$ cat src/rtl/trap_sequencer.sv
// trap_sequencer: trap entry / mret exit sequencer with CSR strobes and fetch redirect.
// Define TRAP_SEQ_DOUBLE_FAULT_EN to lock up on a trap raised inside a handler.
module trap_sequencer #(
  parameter logic [31:0] MTVEC_BASE = 32'h0000_0004
) (
  input  logic        clk,
  input  logic        resetb,
  input  logic        initiate_illinst,
  input  logic        initiate_misaligned,
  input  logic        misaligned_is_fetch,
  input  logic        misaligned_is_store,
  input  logic        epc_from_xb,
  input  logic [31:0] FD_pc,
  input  logic [31:0] XB_pc,
  input  logic [31:0] FD_inst,
  input  logic [31:0] FD_mem_addr,
  input  logic        mret_req,
  input  logic [31:0] mepc_in,
  input  logic        fetch_ack,
  output logic        flush_fd,
  output logic        flush_xb,
  output logic        stall_fetch,
  output logic        redirect_valid,
  output logic [31:0] redirect_pc,
  output logic        epc_we,
  output logic [31:0] epc_out,
  output logic        cause_we,
  output logic [31:0] cause_out,
  output logic        tval_we,
  output logic [31:0] tval_out,
  output logic        in_handler,
  output logic        halted
);

  typedef enum logic [1:0] {
    IDLE,
    FLUSH,
    REDIRECT,
    LOCKED
  } state_t;

  state_t      state_q;
  state_t      state_d;
  logic        trap_req;
  logic        lock_trap;
  logic        take_trap;
  logic        take_mret;
  logic        sel_ill;
  logic        sel_fetch;
  logic        sel_store;
  logic        sel_load;
  logic [31:0] epc_pc;
  logic [31:0] cause_code;
  logic        flush_d;
  logic        stall_d;
  logic        rv_d;
  logic        we_d;
  logic [31:0] rpc_d;
  logic [31:0] epc_d;
  logic [31:0] cause_d;
  logic [31:0] tval_d;
  logic        inh_d;
  logic        halted_d;

  assign trap_req = initiate_illinst | initiate_misaligned;

`ifdef TRAP_SEQ_DOUBLE_FAULT_EN
  assign lock_trap = in_handler;
  assign halted_d  = (state_d == LOCKED);
`else
  assign lock_trap = 1'b0;
  assign halted_d  = 1'b0;
`endif

  assign take_trap = (state_q == IDLE) & trap_req & ~lock_trap;
  assign take_mret = (state_q == IDLE) & ~trap_req & mret_req;

  // One-hot cause select; illegal beats misaligned, fetch beats store/load
  assign sel_ill   = initiate_illinst;
  assign sel_fetch = ~initiate_illinst & misaligned_is_fetch;
  assign sel_store = ~initiate_illinst & ~misaligned_is_fetch
                   & misaligned_is_store;
  assign sel_load  = ~initiate_illinst & ~misaligned_is_fetch
                   & ~misaligned_is_store;

  always_comb begin
    cause_code = 32'd4;
    unique case (1'b1)
      sel_ill:   cause_code = 32'd2;
      sel_fetch: cause_code = 32'd0;
      sel_store: cause_code = 32'd6;
      sel_load:  cause_code = 32'd4;
      default:   cause_code = 32'd4;
    endcase
  end

  assign epc_pc = epc_from_xb ? XB_pc : FD_pc;

  always_comb begin
    state_d = state_q;
    case (state_q)
      IDLE: begin
        if (trap_req)
          state_d = lock_trap ? LOCKED : FLUSH;
        else if (mret_req)
          state_d = FLUSH;
      end
      FLUSH:    state_d = REDIRECT;
      REDIRECT: if (fetch_ack) state_d = IDLE;
      LOCKED:   state_d = LOCKED;
      default:  state_d = IDLE;
    endcase
  end

  always_comb begin
    flush_d = (state_d == FLUSH) | (state_d == LOCKED);
    stall_d = (state_d != IDLE);
    rv_d    = (state_d == REDIRECT);
    we_d    = take_trap;
    rpc_d   = redirect_pc;
    epc_d   = epc_out;
    cause_d = cause_out;
    tval_d  = tval_out;
    inh_d   = in_handler;
    if (take_trap) begin
      rpc_d   = MTVEC_BASE;
      epc_d   = epc_pc & ~32'h3;
      cause_d = cause_code;
      tval_d  = initiate_illinst ? FD_inst : FD_mem_addr;
      inh_d   = 1'b1;
    end else if (take_mret) begin
      rpc_d   = mepc_in & ~32'h3;
      inh_d   = 1'b0;
    end
  end

  always_ff @(posedge clk or negedge resetb) begin
    if (!resetb) begin
      state_q        <= IDLE;
      flush_fd       <= 1'b0;
      flush_xb       <= 1'b0;
      stall_fetch    <= 1'b0;
      redirect_valid <= 1'b0;
      redirect_pc    <= 32'h0;
      epc_we         <= 1'b0;
      epc_out        <= 32'h0;
      cause_we       <= 1'b0;
      cause_out      <= 32'h0;
      tval_we        <= 1'b0;
      tval_out       <= 32'h0;
      in_handler     <= 1'b0;
      halted         <= 1'b0;
    end else begin
      state_q        <= state_d;
      flush_fd       <= flush_d;
      flush_xb       <= flush_d;
      stall_fetch    <= stall_d;
      redirect_valid <= rv_d;
      redirect_pc    <= rpc_d;
      epc_we         <= we_d;
      epc_out        <= epc_d;
      cause_we       <= we_d;
      cause_out      <= cause_d;
      tval_we        <= we_d;
      tval_out       <= tval_d;
      in_handler     <= inh_d;
      halted         <= halted_d;
    end
  end

endmodule

$ cat config.mk
export PLATFORM = sky130hd
export DESIGN_NAME = trap_sequencer
export DESIGN_NICKNAME = d
export VERILOG_FILES = /design/src/rtl/trap_sequencer.sv
export SDC_FILE = /design/constraint.sdc
export NUM_CORES = 1
export LEC_CHECK = 0
export ABC_AREA = 1
export CAP_MARGIN = 20
export CORE_MARGIN = 4
export CORE_UTILIZATION = 34
export CTS_BUF_LIST = sky130_fd_sc_hd__clkbuf_16
export DETAILED_ROUTE_END_ITERATION = 8
export PLACE_DENSITY = 0.77
export SLEW_MARGIN = 20
export SYNTH_ARGS = -nofsm -noshare
export SYNTH_HDL_FRONTEND = slang
export SYNTH_SLANG_ARGS = --single-unit
$ cat constraint.sdc
create_clock -name clk -period 1.05 [get_ports clk]
set_input_delay 0.315 -clock clk [delete_from_list [all_inputs] [get_ports clk]]
set_output_delay 0.315 -clock clk [all_outputs]
set_load 0.03 [all_outputs]
* Word level (Yosys, flattened, before mapping)
Cells that the tools add are included.
** Word-level totals
- Logic and storage cells :: 41
- Register bits after elaboration :: 133
- Input bits :: 169
** Cells by class
- Reduce and logical (&&, ||, !) cells :: 3
- Mux-type cells :: 11
- Equality and inequality tests :: 6
- Bitwise gates (word level) :: 11
** Operator list (count)
- two-way mux 32 bit :: 4
- case mux 3 bit (3 select lines) :: 1
- == test 2 bit, second input constant :: 4
- case mux 2 bit (4 select lines) :: 1
- AND 1 bit :: 6
- two-way mux 2 bit :: 3
- == test 2 x 1 -> 1 bit, second input constant :: 2
- nonzero test 2 bit :: 2
- NOT 1 bit :: 3
- logical NOT 2 bit :: 1
- two-way mux 1 bit :: 2
- OR 1 bit :: 2

* Depth between registers and ports, before layout
- Word-level depth :: 6
- Depth in mapped cells :: 9
- Depth with buffers taken out :: 6

* Worst setup path after synthesis
No wires, ideal clock.
- Path type :: input to register
- Start :: in initiate_illinst
- End :: reg epc_out[2]
- Cell stages on the path :: 9
- Setup slack :: -123 ps
- Path buffers :: 3
- Required time :: 933 ps
- Arrival time :: 1056 ps
- Cells stage by stage :: buf_4 -> inv_4 -> nand2_2 -> nand2_4 -> inv_2 -> buf_6 -> buf_6 -> nand2_1 -> nand2_1
** On the way
- Word-level cells in the longest chain between the ends :: 2
** RTL lines
- start: declaration :: line 8 : input logic initiate_illinst,
- OR 1 bit :: line 65 : assign trap_req = initiate_illinst | initiate_misaligned;
- AND 1 bit :: line 75 : assign take_trap = (state_q == IDLE) & trap_req & ~lock_trap;
- end signal: assignment :: line 161 : epc_out <= epc_d;
- end: declaration :: line 26 : output logic [31:0] epc_out,
Every way passes these cells.
A chain may end at the register's enable or synchronous reset.

* Worst setup path in the final report
- Start :: reg state_q[0]
- End :: reg redirect_pc[4]
** On the way
- Word-level cells in the longest chain between the ends :: 4
** RTL lines
- start: declaration :: line 42 : state_t state_q;
- start signal: assignment :: line 154 : state_q <= state_d;
- logical NOT 2 bit * :: line 75, 76
- AND 1 bit (2 in series) :: line 76 : assign take_mret = (state_q == IDLE) & ~trap_req & mret_req;
- nonzero test 2 bit (no source line)
- end signal: assignment :: line 159 : redirect_pc <= rpc_d;
- end: declaration :: line 24 : output logic [31:0] redirect_pc,
Mark *: on every way between the ends. The rest lies on a longest branch, timed or not.

==> flow_metrics.env <==
export IMPL_status="finished with violations"
export IMPL_failed_checks="setup timing"
export IMPL_vdd_drop_max_v=0.00143
export IMPL_boundaryPins=306
export IMPL_required_ps=1330
export IMPL_routedWlPerCell_microns=14.2
export IMPL_path_cells="nor2_4 -> buf_6 -> nand2_8 -> clkinv_8 -> clkbuf_16 -> nand3_1 -> nand2_1"
export IMPL_finalHoldViolCount=0
export IMPL_cts_tree="done"
export IMPL_grt_use_met3_pct=4.63
export IMPL_first_pass_iters=6
export IMPL_std_cell_rows=44
export IMPL_area_growth_syn_to_layout_pct=78.7
export IMPL_nNetsFinal=1163
export IMPL_rsz0062_at_grt="true"
export IMPL_synth_common_cells="nand2_1, dfrtp_1, nand3_1"
export IMPL_final_setup_viol_count=201
export IMPL_grt_pass1_wl_microns=23900
export IMPL_cts_max_path_buffers=2
export IMPL_p_leak_nw=4.81
export IMPL_cpPeakStageDelay_ps=410
export IMPL_vias=5308
export IMPL_synth_top_area_cell="dfrtp_1"
export IMPL_dp_hpwl_microns=11600
export IMPL_gp_congestion=0.805
export IMPL_yosysWarnings=0
export IMPL_yosysSeqAreaShare_pct=49.8
export IMPL_cap_violations=0
export IMPL_synth_area_top_cells="dfrtp_1, nand2_1, buf_4"
export IMPL_fmax_ghz=0.767
export IMPL_p_per_area_nw_per_um2=2610
export IMPL_synthesis_area_sq_um=5070
export IMPL_grt_overflow=0
export IMPL_htreeDepth=3
export IMPL_clock_sinks=101
export IMPL_cts_buffers=9
export IMPL_post_route_drc_count=0
export IMPL_crit_type="flip-flop to flip-flop"
export IMPL_grt_start_max_net_pins=58
export IMPL_grt_use_met1_pct=21.6
export IMPL_async_flop_share_pct=100
export IMPL_vias_per_cell=4.48
export IMPL_routed_wl_microns=16900
export IMPL_grt_pass1_vias=4817
export IMPL_clk_pin_slew_ps=70
export IMPL_grt_use_total_pct=18.0
export IMPL_io_buffers=264
export IMPL_busiest_layer="met2"
export IMPL_fin_skew_ps=8.29
export IMPL_cp_start_kind="flip-flop"
export IMPL_initial_core_util_pct=34.8
export IMPL_ys_flop_type="dfrtp_1"
export IMPL_yosysMostFrequentCell="nand2_1"
export IMPL_total_power_w=0.0236
export IMPL_cp_arrival_ps=1590
export IMPL_use_met2_pct=31.0
export IMPL_timing_setup_tns_ps=-33300
export IMPL_die_h_microns=130
export IMPL_final_max_slew_viol_count=0
export IMPL_min_period_ps=1300
export IMPL_fill_cells=1256
export IMPL_path_max_fanout=10
export IMPL_min_period_over_period_pct=124
export IMPL_critPathSlowestCell="dfrtp_1"
export IMPL_clk_latency_ps=350
export IMPL_synth_cell_types=19
export IMPL_antenna_found_initial=2
export IMPL_synth_area_per_cell_sq_um=7.49
export IMPL_initialDrtViolationCount=247
export IMPL_synth_edf_count=0
export IMPL_die_w_microns=130
export IMPL_cp_end_kind="flip-flop"
export IMPL_antenna_left=0
export IMPL_fin_ws_ps=-254
export IMPL_dieArea_sq_um=16900
export IMPL_hold_ws_ps=319
export IMPL_syn_inst=677
export IMPL_drive_gt1_share_pct=24.8
export IMPL_core_area_sq_um=14600
export IMPL_synth_seq_cells=101
export IMPL_hold_class="input pin to asynchronous set/reset pin"
export IMPL_root_buffer="clkbuf_16"
export IMPL_synth_top_cell_area_share_pct=49.8
[kinds of logic after synthesis]
kind of cell,Yosys count,synth area share (%)
AO/OA/AOI/OAI,33,3.31
buffers and inverters,118,13.5
flip-flops,101,49.8
other,1,0.0739
AND/OR/NAND/NOR,424,33.3
[worst max-delay path, delay by kind of cell, from the launching register on]
| family | cells | cell delay [ps] |
|---|---|---|
| and+or+nand+nor | 4 | 440 |
| DFF | 1 | 410 |
| buffers and inverters | 3 | 390 |
[layout by cell type, fill, tap and decap left out, types with 2 or more instances in the layout]
| cell | Yosys | routed |
|---|---|---|
| nand2_8 | 0 | 2 |
| nand3_2 | 0 | 10 |
| buf_4 | 44 | 63 |
| nand2_1 | 359 | 330 |
| dfrtp_1 | 101 | 100 |
| buf_12 | 0 | 18 |
| nand2_2 | 2 | 28 |
| conb_1 | 1 | 35 |
| o21ai_1 | 8 | 8 |
| clkbuf_16 | 0 | 11 |
| nand2_4 | 1 | 2 |
| inv_1 | 37 | 39 |
| buf_8 | 0 | 3 |
| clkdlybuf4s50_1 | 0 | 160 |
| buf_6 | 7 | 101 |
| o21ai_0 | 23 | 23 |
| nand3_1 | 60 | 50 |
[registers in the layout, indices dropped and copies added (netlist names)]
signal and count:
tval_out 32, epc_out 30, redirect_pc 30, cause_out 2
state_q 2, flush_xb 1, in_handler 1, redirect_valid 1
stall_fetch 1, tval_we 1
[through the flow]
stage	util [%]	instances	setup slack, ps	area, sq um
finish	62.1	1184	-254	9060
global route	62.1	1184	-320	9060
CTS	60.3	1160	-230	8790
detailed placement	52.6	1108	-737	7670
global placement	52.6	1108	-733	7670
floorplan	-	711	-85.1	5250
[layer usage]
layer	wire [microns]	up-vias	share of wire (%)
met4	378	2	2.2
li1	-	2632	-
met3	1420	29	8.4
met2	8500	205	50
met1	6540	2440	39
met5	20	-	0.12
[report_power, final]
group	switching, W	internal, W	total (W)
Clock	0.00145	0.00158	0.00302
Combinational	0.00747	0.00646	0.0139
Sequential	0.00120	0.00549	0.00669
Total	0.0101	0.0135	0.0236
[area by class of cell]
cell class / count / area [sq um] / area share, %
sequential: 101 / 2530 / 27.9
inverter: 40 / 183 / 2.02
antenna: 1 / 2.50 / 0.0276
clock buffer: 9 / 225 / 2.49
multi-input combinational: 492 / 2140 / 23.6
clock inverter: 7 / 36.3 / 0.400
tap: 184 / 230 / 2.54
timing repair buffer: 350 / 3710 / 41.0
[timing repair]
action / in CTS / in global routing
pin swaps: 9 / 17
hold buffers: 1 / 0
endpoints found under the setup margin: 201 / 203
setup buffers: 31 / 25
gates cloned: 4 / 2
resized for setup: 139 / 29
hold endpoints to repair: 48 / 0
[final timing paths]
| kind | from | endpoint | slack (ps) | cells after the start |
|---|---|---|---|---|
| min | resetb | redirect_pc[31] | 320 | 2 |
| max reg2reg | state_q[0] | redirect_pc[4] | -250 | 7 |
| min in group clk | epc_out[21] | epc_out[21] | 500 | 2 |
| max | state_q[0] | redirect_pc[4] | -250 | 7 |
| min reg2reg | epc_out[21] | epc_out[21] | 500 | 2 |
| max in group asynchronous | resetb | epc_out[16] | 220 | 3 |
Note: power is estimated with default switching activity, not from simulation.
